File: src/rtl/timer_pkg.sv
// rtl/timer_pkg.sv - shared types and helpers for the multi-channel interval timer
package timer_pkg;

  localparam logic MODE_ONESHOT  = 1'b0;
  localparam logic MODE_PERIODIC = 1'b1;

  typedef enum logic {
    ST_IDLE = 1'b0,
    ST_RUN  = 1'b1
  } ch_state_e;

  // Prescaler counter width; a divide-by-1 still needs one bit of storage.
  function automatic int presc_width(input int presc);
    return (presc <= 1) ? 1 : $clog2(presc);
  endfunction

endpackage

File: src/rtl/timer_channel.sv
// rtl/timer_channel.sv - one interval timer channel: IDLE/RUN FSM, one-shot or auto-reload
module timer_channel
  import timer_pkg::*;
#(
  parameter int WIDTH = 13
) (
  input  logic             clk,
  input  logic             reset,
  input  logic             tick,
  input  logic             start,
  input  logic             stop,
  input  logic             periodic,
  input  logic [WIDTH-1:0] load_value,
  output logic             busy,
  output logic             done,
  output logic [WIDTH-1:0] count
);

  ch_state_e        state_q, state_d;
  logic [WIDTH-1:0] reload_q, reload_d;
  logic [WIDTH-1:0] count_q, count_d;
  logic             mode_q, mode_d;
  logic             done_q, done_d;
  logic             at_term;

  assign at_term = (count_q == reload_q);

  always_ff @(posedge clk or negedge reset) begin
    if (!reset) begin
      state_q  <= ST_IDLE;
      reload_q <= '0;
      count_q  <= '0;
      mode_q   <= MODE_ONESHOT;
      done_q   <= 1'b0;
    end else begin
      state_q  <= state_d;
      reload_q <= reload_d;
      count_q  <= count_d;
      mode_q   <= mode_d;
      done_q   <= done_d;
    end
  end

  // stop beats start, start beats tick
  always_comb begin
    state_d = state_q;
    if (stop) begin
      state_d = ST_IDLE;
    end else if (start) begin
      state_d = ST_RUN;
    end else if (state_q == ST_RUN && tick && at_term && mode_q == MODE_ONESHOT) begin
      state_d = ST_IDLE;
    end
  end

  always_comb begin
    reload_d = reload_q;
    mode_d   = mode_q;
    count_d  = count_q;
    done_d   = 1'b0;
    if (stop) begin
      count_d = '0;
    end else if (start) begin
      reload_d = load_value;
      mode_d   = periodic;
      count_d  = '0;
    end else if (state_q == ST_RUN && tick) begin
      if (at_term) begin
        count_d = '0;
        done_d  = 1'b1;
      end else begin
        count_d = count_q + WIDTH'(1);
      end
    end
  end

  assign busy  = (state_q == ST_RUN);
  assign done  = done_q;
  assign count = count_q;

endmodule

File: src/rtl/multi_channel_timer.sv
// rtl/multi_channel_timer.sv - NUM_CH interval timers sharing one free-running prescaler
module multi_channel_timer
  import timer_pkg::*;
#(
  parameter int NUM_CH   = 2,
  parameter int WIDTH    = 13,
  parameter int PRESCALE = 1
) (
  input  logic                    clk,
  input  logic                    reset,
  input  logic [NUM_CH-1:0]       start,
  input  logic [NUM_CH-1:0]       stop,
  input  logic [NUM_CH-1:0]       periodic,
  input  logic [NUM_CH*WIDTH-1:0] load_value,
  output logic [NUM_CH-1:0]       busy,
  output logic [NUM_CH-1:0]       done,
  output logic [NUM_CH*WIDTH-1:0] count,
  output logic                    tick
);

  localparam int            PW       = presc_width(PRESCALE);
  localparam logic [PW-1:0] PRE_LAST = PW'(PRESCALE - 1);

  logic [PW-1:0] pre_q, pre_d;
  logic          tick_q, tick_d;

  always_ff @(posedge clk or negedge reset) begin
    if (!reset) begin
      pre_q  <= '0;
      tick_q <= 1'b0;
    end else begin
      pre_q  <= pre_d;
      tick_q <= tick_d;
    end
  end

  // Free-running, deliberately not aligned to any channel's start.
  always_comb begin
    tick_d = (pre_q == PRE_LAST);
    pre_d  = tick_d ? '0 : pre_q + PW'(1);
  end

  assign tick = tick_q;

  for (genvar i = 0; i < NUM_CH; i++) begin : g_ch
    timer_channel #(
      .WIDTH(WIDTH)
    ) u_ch (
      .clk       (clk),
      .reset     (reset),
      .tick      (tick_q),
      .start     (start[i]),
      .stop      (stop[i]),
      .periodic  (periodic[i]),
      .load_value(load_value[i*WIDTH +: WIDTH]),
      .busy      (busy[i]),
      .done      (done[i]),
      .count     (count[i*WIDTH +: WIDTH])
    );
  end

endmodule

File: config.mk
export PLATFORM = sky130hd
export DESIGN_NAME = multi_channel_timer
export DESIGN_NICKNAME = d
export VERILOG_FILES = /design/src/rtl/timer_pkg.sv /design/src/rtl/timer_channel.sv /design/src/rtl/multi_channel_timer.sv
export SDC_FILE = /design/constraint.sdc
export NUM_CORES = 1
export LEC_CHECK = 0
export CORE_AREA = 4 4 91 85
export DETAILED_ROUTE_END_ITERATION = 6
export DIE_AREA = 0 0 95 89
export MAX_ROUTING_LAYER = met4
export PLACE_DENSITY = 0.83
export SYNTH_ARGS = -nofsm -noshare
export SYNTH_HDL_FRONTEND = slang
export SYNTH_SLANG_ARGS = --single-unit
File: constraint.sdc
create_clock -name clk -period 1.5 [get_ports clk]
set_input_delay 0.225 -clock clk [delete_from_list [all_inputs] [get_ports clk]]
set_output_delay 0.225 -clock clk [all_outputs]
set_load 0.05 [all_outputs]
==> reports/qor.csv, run 1 <==
stage,metric,value,unit
outcome,status,finished with violations,
outcome,failed_checks,setup timing,
timing,holdWs,422.5,ps
route,drt-total-wl,10070,um
timing,drv_slew,0,
timing,finalSetupTns,-9130,ps
yosys,yosysTopAreaCell,dfrtp_1,
floorplan,row_count,29,
yosys,netlist_instances,289,
global_route,antenna_found_initial,0,
critical_path,criticalPathCategory,register to register,
route,dr.first_iter.drc_count,183,
global_route,grt-ovfl-total,0,
hold_path,min_path_type,input port to asynchronous set/reset pin,
global_route,grt_pass1_wl,14350,um
critical_path,critPathMaxFanout,8,
cells_and_area,syn2layout_area_growth,75.56,%
timing,rsz0062_at_grt,true,
clock_network,clock_latency,350,ps
run,maxCapViolations,0,
timing,skew,8.129,ps
cells_and_area,final_nets,463,
clock_network,cts_max_level,3,
clock_network,numCtsBuffers,9,
critical_path,critPathLaunchType,register,
cells_and_area,num_antenna_cells,0,
timing,finalSetupViolCount,30,
critical_path,critPathCaptureType,register,
critical_path,cpPeakStageDelay,430,ps
power,power.density,840.7,mW/mm2
route,first_pass_iters,4,
yosys,syn_area,0.003062,mm2
place,port-buffer-count,64,
power,p_leak,2.204,nW
critical_path,path_cells,xnor2_1 -> nand4_1 -> nor3_2 -> nand2_2 -> buf_8 -> nand2b_4 -> o311ai_2,
route,drc_errors,0,
critical_path,critPathSlowestCell,dfrtp_2,
place,routabilityCongestion,0.9209,
cells_and_area,final_area,0.005375,mm2
critical_path,crit_required,1710,ps
floorplan,ios,65,
route,num_vias,3009,
yosys,synthArstFlopShare,1.000,
power,power,0.004519,W
timing,hold_viol,0,
global_route,grt_pass1_vias,3024,
global_route,grt_max_degree,60,
place,placed_area,0.004613,mm2
clock_network,clock_sinks,59,
yosys,yosysWarnings,0,
route,wl_per_cell,19.18,um
route,ant_nets,0,
clock_network,cts_buffer_depth,2,
cells_and_area,drive_above_1_share,0.5417,
clock_network,cts_root_buffer,clkbuf_8,
yosys,yosysSeqAreaShare,0.4822,
floorplan,dieArea,0.008455,mm2
floorplan,die_h,89,um
clock_network,cts_tree,done,
floorplan,core_area,0.006822,mm2
yosys,syn_area_per_cell,10.59,um2
yosys,synth_top_area_frac,0.4822,
timing,finalCritPeriodShare,1.301,
yosys,ys_types,39,
clock_network,clk_pin_slew,70,ps
global_route,grt_usage,0.2295,
floorplan,start_util,0.4488,
power,ir_drop,0.7746,mV
yosys,synth.most_common_cell,dfrtp_1,
timing,min_period,1952,ps
yosys,synth_common_cells,"dfrtp_1 (59), mux2_2 (28), nand2_1 (26)",
timing,setup_slack,-451.9,ps
timing,clock.fmax,512.3,MHz
yosys,yosys_most_used_dff,dfrtp_1,
place,hpwl,6186,um
floorplan,die_w,95,um
yosys,ys_ff_latch,59,
yosys,synth_edf_count,0,
route,via_per_inst,5.731,
critical_path,crit_arrival,2160,ps
yosys,yosys-top-cells-area,"dfrtp_1 (48%), mux2_2 (10%), xnor2_1 (5.1%)",
place,post-place-ws,-523.9,ps
yosys,synthesis.nets,325,
## worst max-delay path, delay by kind of cell (launching register included)
family	cells	cell delay [ps]
xor gates and xnor gates	1	240
and+or+nand+nor	4	840
DFF	1	430
AOI/OAI and AO/OA	1	110
buffers and inverters	1	190
## layout make-up
cell class | count | area, um2
Multi-Input combinational cell | 208 | 1861
Clock inverter | 4 | 120.1
Sequential cell | 59 | 1501
Clock buffer | 12 | 155.1
Fill cell | 407 | 1446
Tap cell | 93 | 116.4
Inverter | 3 | 11.26
Timing Repair Buffer | 146 | 1610
## timing repair
action / CTS / global route
endpoints found under the setup margin: 30 / 30
gates resized for setup: 18 / 54
hold endpoints to repair: 59 / 0
hold buffers: 1 / 0
setup buffers: 3 / 5
gates cloned: 0 / 1
pin swaps: 8 / 27
## per-stage QoR
step,cells,util
after floorplan,289,-
after global placement,500,0.6763
after detailed placement,500,0.6763
after CTS,520,0.7339
after global routing,525,0.7880
final,525,0.7880
## cells in the final DEF, fill, tap and decap left out, drive strengths merged, types with 3 or more instances in the layout
cell           synthesis  layout
nor2b                  3       3
a31oi                  5       5
dfrtp                 59      59
mux2                  28      28
buf                   13     112
nand3                 22      22
clkbuf                 6      13
clkdlybuf4s50          0      32
mux2i                  4       4
or2                    3       3
xnor2                 18      18
o311ai                 9       9
o31ai                  5       5
bufinv                 0       4
nand4                 15      15
nor3                   6       6
a21oi                 12      12
and3                   8       8
and2                   6       6
nor2                  10      10
nand2                 28      28
inv                    3       3
xor2                   8       8
## power by group
part | total, W | switching (W) | internal [W]
Combinational | 0.000671 | 0.000297 | 0.000375
Clock | 0.00203 | 0.000665 | 0.00136
Sequential | 0.00182 | 0.000107 | 0.00171
Total | 0.00452 | 0.00107 | 0.00345
## registers in the layout (all words and copies together), names as in the netlist
signal,count
g_ch.u_ch.busy,2
g_ch.u_ch.count,26
g_ch.u_ch.done,2
g_ch.u_ch.mode_q,2
g_ch.u_ch.reload_q,26
tick,1
## metal layers
layer | vias up | GRT usage | share of wire
li1 | 1324 | - | -
met1 | 1509 | 0.2543 | 0.37
met2 | 137 | 0.3899 | 0.53
met3 | 39 | 0.04461 | 0.064
met4 | 0 | 0.1284 | 0.035
met5 | - | - | 0
## cell families after synthesis
logic type	synth area share
muxes	0.1161
AOI/OAI and AO/OA	0.08827
adders and majority gates	0.008172
other	0.001225
xor gates and xnor gates	0.07438
and+or+nand+nor	0.1925
buffers and inverters	0.03719
DFF	0.4822
## final timing paths
check,start,endpoint,slack (ps),depth (start not counted)
worst min-delay path,reset,g_ch[1].u_ch.reload_q[8],420,3
max in group asynchronous,reset,g_ch[0].u_ch.count[0],800,3
worst max register to register,g_ch[0].u_ch.count[10],g_ch[0].u_ch.count[8],-450,7
worst min register to register,g_ch[0].u_ch.reload_q[5],g_ch[0].u_ch.reload_q[5],540,1
min in group clk,load_value[19],g_ch[1].u_ch.reload_q[6],480,2
worst max-delay path,g_ch[0].u_ch.count[10],g_ch[0].u_ch.count[8],-450,7
(Power assumes the default switching activity.)
==> run 2, diff against run 1 <==
--- a/config.mk
+++ b/config.mk
@@ -5,11 +5,12 @@
 export SDC_FILE = /design/constraint.sdc
 export NUM_CORES = 1
 export LEC_CHECK = 0
-export CORE_AREA = 4 4 91 85
+export CORE_AREA = 4 4 83 77
+export CTS_BUF_LIST = sky130_fd_sc_hd__clkbuf_8
 export DETAILED_ROUTE_END_ITERATION = 6
-export DIE_AREA = 0 0 95 89
+export DIE_AREA = 0 0 87 81
 export MAX_ROUTING_LAYER = met4
-export PLACE_DENSITY = 0.83
+export PLACE_DENSITY = 0.94
 export SYNTH_ARGS = -nofsm -noshare
 export SYNTH_HDL_FRONTEND = slang
 export SYNTH_SLANG_ARGS = --single-unit
==> constraint.sdc (replaced) <==
create_clock -name clk -period 2.5 [get_ports clk]
set_input_delay 0.375 -clock clk [delete_from_list [all_inputs] [get_ports clk]]
set_output_delay 0.375 -clock clk [all_outputs]
set_load 0.05 [all_outputs]
==> reports/qor.csv, run 2 (same netlist as run 1, synthesis figures left out) <==
stage,metric,value,unit
outcome,status,completed,
critical_path,cpPeakStageDelay,880,ps
floorplan,start_util,0.5504,
route,num_vias,2645,
place,placed_area,0.003727,mm2
power,ir_drop,0.6307,mV
route,ant_nets,0,
critical_path,crit_required,2120,ps
global_route,grt_pass1_vias,2564,
cells_and_area,fin_util,0.7126,
global_route,grt_max_degree,24,
route,wl_per_cell,19.03,um
critical_path,critPathMaxFanout,9,
place,post-place-ws,287.0,ps
cells_and_area,final_nets,388,
global_route,grtUsageMet2,0.4006,
cells_and_area,drive_above_1_share,0.1709,
route,first_pass_iters,5,
timing,finalCritPeriodShare,0.8576,
critical_path,critPathLaunchType,register,
global_route,grt-ovfl-total,0,
clock_network,numCtsBuffers,9,
timing,relSlewSlack,0.5499,
clock_network,cts_buffer_depth,2,
floorplan,row_count,26,
clock_network,clock_sinks,59,
timing,setup_slack,356.1,ps
global_route,grt_usage,0.2535,
cells_and_area,n_fill_cell,362,
global_route,grt_pass1_wl,13150,um
place,routabilityCongestion,0.9506,
cells_and_area,layout_common_cells,"clkdlybuf4s50_1 (63), dfrtp_1 (59), mux2_2 (28), nand2_1 (26), nand3_1 (22)",
run,maxCapViolations,0,
critical_path,path_cells,clkdlybuf4s50_1,
clock_network,post_cts_resized,0,
clock_network,cts_max_level,3,
timing,worstMarginPinSlew,675.2,ps
critical_path,critPathSlowestCell,clkdlybuf4s50_1,
floorplan,die_h,81,um
critical_path,regToRegSetupSlack,390,ps
clock_network,cts_root_buffer,clkbuf_8,
clock_network,ctsHoldBuffers,1,
floorplan,core_area,0.005563,mm2
route,dr.first_iter.drc_count,299,
cells_and_area,num_antenna_cells,0,
clock_network,postCtsSetupBuffers,0,
floorplan,die_w,87,um
hold_path,min_path_type,register to register,
timing,clock.fmax,466.4,MHz
critical_path,criticalPathCategory,register to primary output,
power,power.density,595.3,mW/mm2
power,p_leak,1.577,nW
clock_network,cts_tree,done,
global_route,met1_usage,0.3148,
route,drt-total-wl,8124,um
floorplan,ios,65,
floorplan,dieArea,0.007047,mm2
critical_path,path_buf_inv,1,
global_route,met3_usage,0.04665,
clock_network,clock_latency,330,ps
cells_and_area,final_area,0.003964,mm2
route,drc_errors,0,
timing,rsz0062_at_grt,false,
global_route,antenna_found_initial,0,
timing,skew,5.489,ps
timing,min_period,2144,ps
timing,holdWs,532.5,ps
place,hpwl,5715,um
timing,finalSetupViolCount,0,
clock_network,clk_pin_slew,70,ps
cells_and_area,syn2layout_area_growth,29.46,%
global_route,top_usage_layer,met2,
critical_path,critPathCaptureType,primary output,
critical_path,crit_family,buffers and inverters,
timing,drv_slew,0,
timing,finalSetupTns,0,ps
route,via_per_inst,6.194,
place,port-buffer-count,64,
critical_path,crit_arrival,1770,ps
cells_and_area,mostFrequentLayoutCell,clkdlybuf4s50_1,
timing,hold_viol,0,
[run 2: cell count changes in the layout (fill, tap and decap cells not counted), moves of 9 or more]
cell             delta
buf_4              -65
clkdlybuf4s50_1    +31
dfrtp_2            -20
buf_6               -9
dfrtp_1            +20
buf_12             -30
[run 2: metal layers]
layer	vias up	part of all wire
li1	1179	-
met5	-	0
met1	1294	0.40
met3	32	0.066
met2	140	0.50
met4	0	0.033
[run 2: power by group]
part           switching [W]  leakage, nW  internal (W)  total, W
Sequential         0.0000597        0.756       0.00103   0.00109
Clock               0.000372        0.119      0.000610  0.000982
Combinational       0.000128        0.702      0.000163  0.000291
[run 2: metrics by stage]
step | power (W) | std cells
2_1_floorplan | 0.001267 | 289
3_3_place_gp | 0.001373 | 410
3_5_place_dp | 0.001392 | 410
4_1_cts | 0.002371 | 427
5_1_grt | 0.002458 | 427
6_report | 0.002360 | 427
[run 2: final timing paths]
kind                                        endpoint  cells past startpoint                      from
max                                        count[19]                      1     g_ch[1].u_ch.count[6]
min                         g_ch[1].u_ch.reload_q[2]                      1  g_ch[1].u_ch.reload_q[2]
max reg2reg                        g_ch[0].u_ch.busy                      6     g_ch[0].u_ch.count[0]
min reg2reg                 g_ch[1].u_ch.reload_q[2]                      1  g_ch[1].u_ch.reload_q[2]
max in group asynchronous  g_ch[0].u_ch.reload_q[11]                      3                     reset
min in group asynchronous   g_ch[1].u_ch.reload_q[7]                      2                     reset
[run 2: layout make-up]
| class | instances | area [um2] | area share |
|---|---|---|---|
| well taps | 70 | 87.58 | 0.02210 |
| flip-flops and latches | 59 | 1476 | 0.3725 |
| inverters | 3 | 11.26 | 0.002841 |
| clock buffers | 11 | 151.4 | 0.03819 |
| repair buffers | 71 | 690.7 | 0.1742 |
| clock inverters | 5 | 75.07 | 0.01894 |
| multi-input cells | 208 | 1471 | 0.3712 |
